===== src/rtl/rvv_backend_alu_result_pipe.sv =====
// Result-staging pipeline for vector ALU units: merges one-hot sub-unit results
// into one ROB write port, holding 2-cycle and backpressured results in issue order.
module rvv_backend_alu_result_pipe #(
  parameter  int NUM_SRC = 4,
  parameter  int DATA_W  = 128,
  parameter  int TAG_W   = 8,
  parameter  int VSAT_W  = DATA_W / 8,
  parameter  int DEPTH   = 2,
  localparam int CNT_W   = $clog2(DEPTH + 1),
  localparam int PTR_W   = (DEPTH > 1) ? $clog2(DEPTH) : 1
) (
  input  logic                      clk,
  input  logic                      rst_n,
  input  logic                      trap_flush_rvv,
  input  logic [NUM_SRC-1:0]        src_valid,
  input  logic [NUM_SRC-1:0]        src_2cycle,
  input  logic [NUM_SRC*TAG_W-1:0]  src_tag,
  input  logic [NUM_SRC*DATA_W-1:0] src_data,
  input  logic [NUM_SRC*VSAT_W-1:0] src_vsat,
  output logic                      pop_rs,
  output logic [DATA_W-1:0]         p1_data,
  input  logic [DATA_W-1:0]         p1_result,
  output logic                      result_valid,
  output logic [TAG_W-1:0]          result_tag,
  output logic [DATA_W-1:0]         result_data,
  output logic [VSAT_W-1:0]         result_vsat,
  input  logic                      result_ready,
  output logic                      multi_src_err,
  output logic [CNT_W-1:0]          q_count
);

  typedef struct packed {
    logic [TAG_W-1:0]  tag;
    logic [DATA_W-1:0] data;
    logic [VSAT_W-1:0] vsat;
    logic              needs_p1;
  } entry_t;

  entry_t            mem_q [DEPTH];
  entry_t            entry_d;
  entry_t            head;
  logic [PTR_W-1:0]  rd_ptr_q, rd_ptr_d;
  logic [PTR_W-1:0]  wr_ptr_q, wr_ptr_d;
  logic [CNT_W-1:0]  count_q, count_d;

  logic              in_valid;
  logic              sel_2c;
  logic [TAG_W-1:0]  sel_tag;
  logic [DATA_W-1:0] sel_data;
  logic [VSAT_W-1:0] sel_vsat;
  logic              q_empty, q_full;
  logic              direct_fire, deq_fire, enq_fire;

  function automatic logic [PTR_W-1:0] ptr_inc(input logic [PTR_W-1:0] p);
    ptr_inc = (p == PTR_W'(DEPTH - 1)) ? '0 : p + PTR_W'(1);
  endfunction

  // Source select: lowest-index valid source wins
  always_comb begin
    in_valid = 1'b0;
    sel_2c   = 1'b0;
    sel_tag  = '0;
    sel_data = '0;
    sel_vsat = '0;
    for (int i = 0; i < NUM_SRC; i++) begin
      if (src_valid[i] && !in_valid) begin
        in_valid = 1'b1;
        sel_2c   = src_2cycle[i];
        sel_tag  = src_tag[i*TAG_W +: TAG_W];
        sel_data = src_data[i*DATA_W +: DATA_W];
        sel_vsat = src_vsat[i*VSAT_W +: VSAT_W];
      end
    end
  end

  assign multi_src_err = |(src_valid & (src_valid - NUM_SRC'(1)));

  assign head    = mem_q[rd_ptr_q];
  assign q_empty = (count_q == '0);
  assign q_full  = (count_q == CNT_W'(DEPTH));

  // A flush cycle suppresses every handshake so nothing moves while the queue is cleared
  assign deq_fire    = !trap_flush_rvv && !q_empty && result_ready;
  assign direct_fire = !trap_flush_rvv && q_empty && in_valid && !sel_2c && result_ready;
  assign enq_fire    = !trap_flush_rvv && in_valid && !direct_fire && (!q_full || deq_fire);
  assign pop_rs      = direct_fire || enq_fire;

  always_comb begin
    result_valid = 1'b0;
    result_tag   = '0;
    result_data  = '0;
    result_vsat  = '0;
    p1_data      = '0;
    if (!q_empty) begin
      p1_data = head.data;
    end
    if (!trap_flush_rvv) begin
      if (!q_empty) begin
        result_valid = 1'b1;
        result_tag   = head.tag;
        result_vsat  = head.vsat;
        result_data  = head.needs_p1 ? p1_result : head.data;
      end else if (in_valid && !sel_2c) begin
        result_valid = 1'b1;
        result_tag   = sel_tag;
        result_vsat  = sel_vsat;
        result_data  = sel_data;
      end
    end
  end

  always_comb begin
    entry_d = '{tag: sel_tag, data: sel_data, vsat: sel_vsat, needs_p1: sel_2c};
    rd_ptr_d = rd_ptr_q;
    wr_ptr_d = wr_ptr_q;
    count_d  = count_q;
    if (trap_flush_rvv) begin
      rd_ptr_d = '0;
      wr_ptr_d = '0;
      count_d  = '0;
    end else begin
      if (deq_fire) rd_ptr_d = ptr_inc(rd_ptr_q);
      if (enq_fire) wr_ptr_d = ptr_inc(wr_ptr_q);
      case ({enq_fire, deq_fire})
        2'b10:   count_d = count_q + CNT_W'(1);
        2'b01:   count_d = count_q - CNT_W'(1);
        default: count_d = count_q;
      endcase
    end
  end

  // Control state boundary
  always_ff @(posedge clk or negedge rst_n) begin
    if (!rst_n) begin
      rd_ptr_q <= '0;
      wr_ptr_q <= '0;
      count_q  <= '0;
    end else begin
      rd_ptr_q <= rd_ptr_d;
      wr_ptr_q <= wr_ptr_d;
      count_q  <= count_d;
    end
  end

  // Queue storage boundary (data only, not reset)
  always_ff @(posedge clk) begin
    if (enq_fire) mem_q[wr_ptr_q] <= entry_d;
  end

  assign q_count = count_q;

endmodule


===== config.mk =====
export PLATFORM = sky130hd
export DESIGN_NAME = rvv_backend_alu_result_pipe
export DESIGN_NICKNAME = d
export VERILOG_FILES = /design/src/rtl/rvv_backend_alu_result_pipe.sv
export SDC_FILE = /design/constraint.sdc
export NUM_CORES = 1
export LEC_CHECK = 0
export BUFFER_PORTS_ARGS = -buffer_cell sky130_fd_sc_hd__buf_4
export CAP_MARGIN = 5
export CELL_PAD_IN_SITES_DETAIL_PLACEMENT = 0
export CELL_PAD_IN_SITES_GLOBAL_PLACEMENT = 2
export CORE_AREA = 2 2 403 405
export CTS_BUF_LIST = sky130_fd_sc_hd__clkbuf_2
export CTS_CLUSTER_DIAMETER = 30
export DETAILED_ROUTE_END_ITERATION = 16
export DIE_AREA = 0 0 405 407
export HOLD_SLACK_MARGIN = 0.02
export PLACE_DENSITY_LB_ADDON = 0.1
export SYNTH_ARGS = -nofsm -noshare
export SYNTH_HDL_FRONTEND = slang
export SYNTH_SLANG_ARGS = --single-unit

===== constraint.sdc =====
create_clock -name clk -period 20.9 [get_ports clk]
set_input_delay 3.135 -clock clk [delete_from_list [all_inputs] [get_ports clk]]
set_output_delay 3.135 -clock clk [all_outputs]
set_load 0.05 [all_outputs]

Word level (Yosys, flattened, before mapping)
Memory sizes are Yosys's and may differ from the RTL's.
Index checks and enable logic that the tools add are counted.
Storage, ports and cells
  input bits: 748
  ROM bits: 0
  output and inout bits: 285
  logic and storage cells: 85
  bits in registers: 4
  bits in latches: 0
  bits in writable memories: 306
  memories: 1
Operators by class
  bitwise gates (word level): 1
  reduce and logical (&&, ||, !) cells: 28
  equal/unequal tests: 3
  $lt $le $gt $ge: 0
  mux-type cells: 44
  divide/modulo/power cells: 0
  add/sub/neg operators: 5
  shift-type cells: 0
  multiply operators: 0
Memories
  mem_q: depth 2, bits a word 153, rd ports 1, clocked after Yosys merged registers in 0, wr ports 1, line 39  | entry_t mem_q [DEPTH];
Operators by type and width (number)
  128-bit two-way mux: 9
  16-bit two-way mux: 7
  8-bit two-way mux: 7
  1-bit two-way mux: 19
  1-bit logical AND: 13
  1-bit logical NOT: 8
  4-bit bitwise AND: 1
  2-bit equality test (second input constant): 2
  2-bit case mux with 2 select lines: 1
  2-bit nonzero test: 2
  4-bit OR reduction: 1
  4-bit by 1-bit subtractor with 4-bit output (second input constant): 1
  3-bit nonzero test: 1
  1-bit adder (second input constant): 2
  2-bit by 1-bit adder with 2-bit output (second input constant): 1
  2-bit by 1-bit equality test with 1-bit output (second input constant): 1
  2-bit logical NOT: 1
  1-bit logical OR: 2
  2-bit two-way mux: 1
  2-bit by 1-bit subtractor with 2-bit output (second input constant): 1

Logic depth before layout (Yosys ltp)
  depth after elaboration: 19
  mapped depth: 7
  mapped depth without buffers: 4

Least setup slack after synthesis
Ideal clock, no wire load.
  path kind: input to register
  start point: in result_ready
  end point: mem mem_q[0][0] in the netlist's numbering (enable)
  setup time: 667 ps
  setup slack: 9929 ps
  path buffers: 1
  stages: 5
  required time: 20233 ps
  arrival time: 10304 ps
  cell sequence: clkbuf_1 nor2_1 a211o_1 a31o_2 nor2_1
On the way
  longest elaborated chain between the ends: 6
  elaborated cells on any way between the ends: 8
  classes of those cells: mux: 2; reduce/logical: 6
Ends and longest elaborated chain
  start, declared: line 27  | input logic result_ready,
  1-bit logical AND: line 84  | assign direct_fire = !trap_flush_rvv && q_empty && in_valid && !sel_2c && result_ready;
  1-bit logical NOT: line 85  | assign enq_fire = !trap_flush_rvv && in_valid && !direct_fire && (!q_full || deq_fire);
  1-bit logical AND: line 85
  1-bit logical AND *: line 85
  1-bit two-way mux *: line 147  | if (enq_fire) mem_q[wr_ptr_q] <= entry_d;
  1-bit two-way mux (not written as such) *: line 147
  end, declared: line 39
Every way passes the cells marked *; elsewhere a longest branch is shown, timed or not.

Final worst setup path
  start point: in src_valid[1]
  end point: out result_data[30]
On the way
  longest elaborated chain between the ends: 13
  elaborated cells on any way between the ends: 19
  classes of those cells: mux: 12; reduce/logical: 7
Ends and longest elaborated chain
  start, declared: line 15  | input logic [NUM_SRC-1:0] src_valid,
  1-bit logical AND *: line 66  | if (src_valid[i] && !in_valid) begin
  1-bit two-way mux: line 66
  1-bit logical NOT: line 66
  1-bit logical AND: line 66
  1-bit two-way mux: line 66
  1-bit logical NOT: line 66
  1-bit logical AND: line 66
  1-bit two-way mux: line 66
  1-bit logical NOT: line 103  | end else if (in_valid && !sel_2c) begin
  1-bit logical AND: line 103
  128-bit two-way mux *: line 103
  128-bit two-way mux *: line 98  | if (!q_empty) begin
  128-bit two-way mux *: line 97  | if (!trap_flush_rvv) begin
  end, declared: line 25  | output logic [DATA_W-1:0] result_data,
Marks and branches as above.

==> results.sh <==
export IMPL_row_count=147
export IMPL_post_dp_hpwl_um=91900
export IMPL_htree_num_levels=3
export IMPL_chipHeight_um=407
export IMPL_powerDensity_nw_per_um2=77.7
export IMPL_final_util_pct=18.5
export IMPL_slew_headroom_pct=20.9
export IMPL_synth_edf_count=306
export IMPL_die_x_um=405
export IMPL_crit_type="in -> out"
export IMPL_rsz0062_at_grt="no"
export IMPL_r2r_start="q_count[0]$_DFFE_PN0P_"
export IMPL_nets=3576
export IMPL_post_cts_buffers=0
export IMPL_grt_pass1_vias=20300
export IMPL_hold_start="wr_ptr_q$_DFFE_PN0P_"
export IMPL_io_pins=1033
export IMPL_slew_viol_final=0
export IMPL_dp_slack_ns=11.29
export IMPL_initial_utilization_pct=11.5
export IMPL_drtPass1Iterations=5
export IMPL_coreArea_um2=160000
export IMPL_final_setup_tns_ns=0
export IMPL_p_leak_nw=12.3
export IMPL_worst_ep_arrival_time_ns=6.37
export IMPL_crit_slowest_cell="buf_4"
export IMPL_postCtsHoldBufs=0
export IMPL_worstSetupEndpointType="output pin"
export IMPL_synth_ff_type="edfxtp_1"
export IMPL_worst_slew_pin_transition_ns=1.19
export IMPL_ys_seq_elements=310
export IMPL_fin_crit_sh_pct=45.5
export IMPL_crit_path_max_fanout=54
export IMPL_die_area_um2=165000
export IMPL_antenna_found_initial=16
export IMPL_drt_wl_total_um=120000
export IMPL_clk_pin_slew_ns=0.08
export IMPL_finalHoldViolCount=0
export IMPL_cts_buffers=113
export IMPL_critPathRequiredTime_ns=17.77
export IMPL_synth_cell_types=36
export IMPL_overflow=0
export IMPL_netlist_area_um2=18400
export IMPL_ctsResizeCount=0
export IMPL_setup_ws_ns=11.39
export IMPL_cpPeakStageDelay_ns=0.71
export IMPL_ys_warn_count=0
export IMPL_cap_violations=0
export IMPL_fmax_mhz=105
export IMPL_drt_iter0_drc=874
export IMPL_viasPerCell=3.76
export IMPL_postSynthCellCount=1827
export IMPL_dp_cells=4873
export IMPL_critPathLaunch="src_valid[1]"
export IMPL_portBuffers=1032
export IMPL_min_period_ns=9.51
export IMPL_path_common_cell="buf_4"
export IMPL_hold_path_class="reg -> reg"
export IMPL_cp_start_kind="primary input"
export IMPL_avgSynthCellArea_um2=10.1
export IMPL_final_cell_count_no_fill=5093
export IMPL_async_flop_share_pct=1.29
export IMPL_gp_congestion=0.819
export IMPL_cts_tree="done"
export IMPL_cts_max_path_buffers=3
export IMPL_grt_max_degree=77
export IMPL_cp_cell_sequence="buf_6, nor4_4, nor2_1, nand4_4, buf_4, buf_4, o22ai_1, buf_4"
export IMPL_clk_latency_ns=1.32
export IMPL_vias=19100
export IMPL_ir_worst_vdd_uv=33.7
export IMPL_syn2layout_area_growth_pct=60.8
export IMPL_cts_sinks=310
export IMPL_drive_gt1_share_pct=42.9
export IMPL_p_total_mw=2.30
export IMPL_ys_seq_area_share_pct=50.4
export IMPL_fin_skew_ns=0.0752
export IMPL_wl_per_cell_um=23.6
export IMPL_synth_nets=2575
export IMPL_antenna_left=0
export IMPL_clock_root_buffer="clkbuf_2"
export IMPL_grt_pass1_wl_um=161000
export IMPL_setup_violations=0
export IMPL_drcViolationCount=0
export IMPL_grt_usage_pct=13.8
export IMPL_status="finished, final reports clean"
-- worst max-delay path: cells and delay by family --
family                 cells  cell delay [ns]
AOI/OAI and AO/OA          1             0.37
and+or+nand+nor            3             1.05
buffers and inverters      4             1.69
-- final timing paths --
check,cells after the start,end,slack (ns)
min reg2reg,1,wr_ptr_q$_DFFE_PN0P_,0.57
max,8,result_data[30],11.39
max reg2reg,6,mem_q[0][127]$_DFFE_PP_,17.37
max in group asynchronous,1,rd_ptr_q$_DFFE_PN0P_,19.11
min in group asynchronous,1,q_count[1]$_DFFE_PN0P_,1.67
min,1,wr_ptr_q$_DFFE_PN0P_,0.57
-- per-layer routing --
layer  GRT usage [%]  up-vias  part of all wire (%)
met5               0        -                 0.086
met4            2.87       16                   1.5
met3            4.02      127                   6.0
met2            26.0      617                    54
met1            15.2     9386                    38
li1                -     8990                     -
-- power breakdown --
part / switching (mW) / internal (mW)
clock: 0.317 / 0.281
combinational: 0.628 / 0.297
sequential: 0.0172 / 0.762
total: 0.962 / 1.34
-- cell usage in the layout, fill, tap and decap left out, types with 2 or more instances in the layout --
cell / n
o21ai_0: 129
clkinv_2: 25
buf_4: 1064
nor2_1: 134
inv_1: 154
nor3_1: 2
clkinv_4: 2
clkinv_1: 32
bufinv_16: 7
o22ai_1: 152
mux2i_1: 154
nand2_1: 132
dfrtp_1: 3
a22oi_1: 304
clkbuf_2: 139
diode_2: 13
nor2_4: 3
edfxtp_1: 306
o21a_1: 152
-- cell families (layout without fill, tap and decap cells) --
kind of cell	Yosys count	in the layout	synth area share (%)
mux	155	155	8.42
flops	310	310	50.4
compound gates	746	746	27.7
other cells	0	13	0
fa+ha+maj	1	1	0.0543
simple gates	279	279	5.95
buf+inv	334	1427	7.42
xor+xnor	2	2	0.0950
-- layout make-up --
cell class,instances,area [um2]
clock buffer,139,696
inverter,154,578
timing repair buffer,1066,8010
clock inverter,68,489
tap,2160,2700
fill,18000,131000
antenna,13,32.5
multi-input combinational,1183,7840
sequential,310,9290
-- per-stage QoR --
stage | hold WS [ns] | cell area, um2
finish | 0.573 | 29600
floorplan | 0.469 | 18400
global route | 0.592 | 29600
global placement | 0.535 | 28400
CTS | 0.569 | 29600
detailed placement | 0.558 | 28400
-- state kept, by name (all words and copies together) (netlist names) --
signal    cells
wr_ptr_q      1
rd_ptr_q      1
q_count       2
mem_q       306
-- cells in the mapped netlist (2+ instances only) --
library cell	n	area share [%]
nor3_1	2	0.054
nor2_1	137	2.8
buf_1	32	0.65
o21ai_0	129	3.5
clkbuf_1	100	2.0
buf_6	8	0.49
dfrtp_1	4	0.54
edfxtp_1	306	50
inv_1	154	3.1
buf_4	2	0.081
o21a_1	152	6.2
mux2i_1	155	8.4
o22ai_1	152	5.2
a22oi_1	304	12
nand2_1	132	2.7
buf_2	38	1.0
No activity file was read; power rests on OpenSTA's default activity.
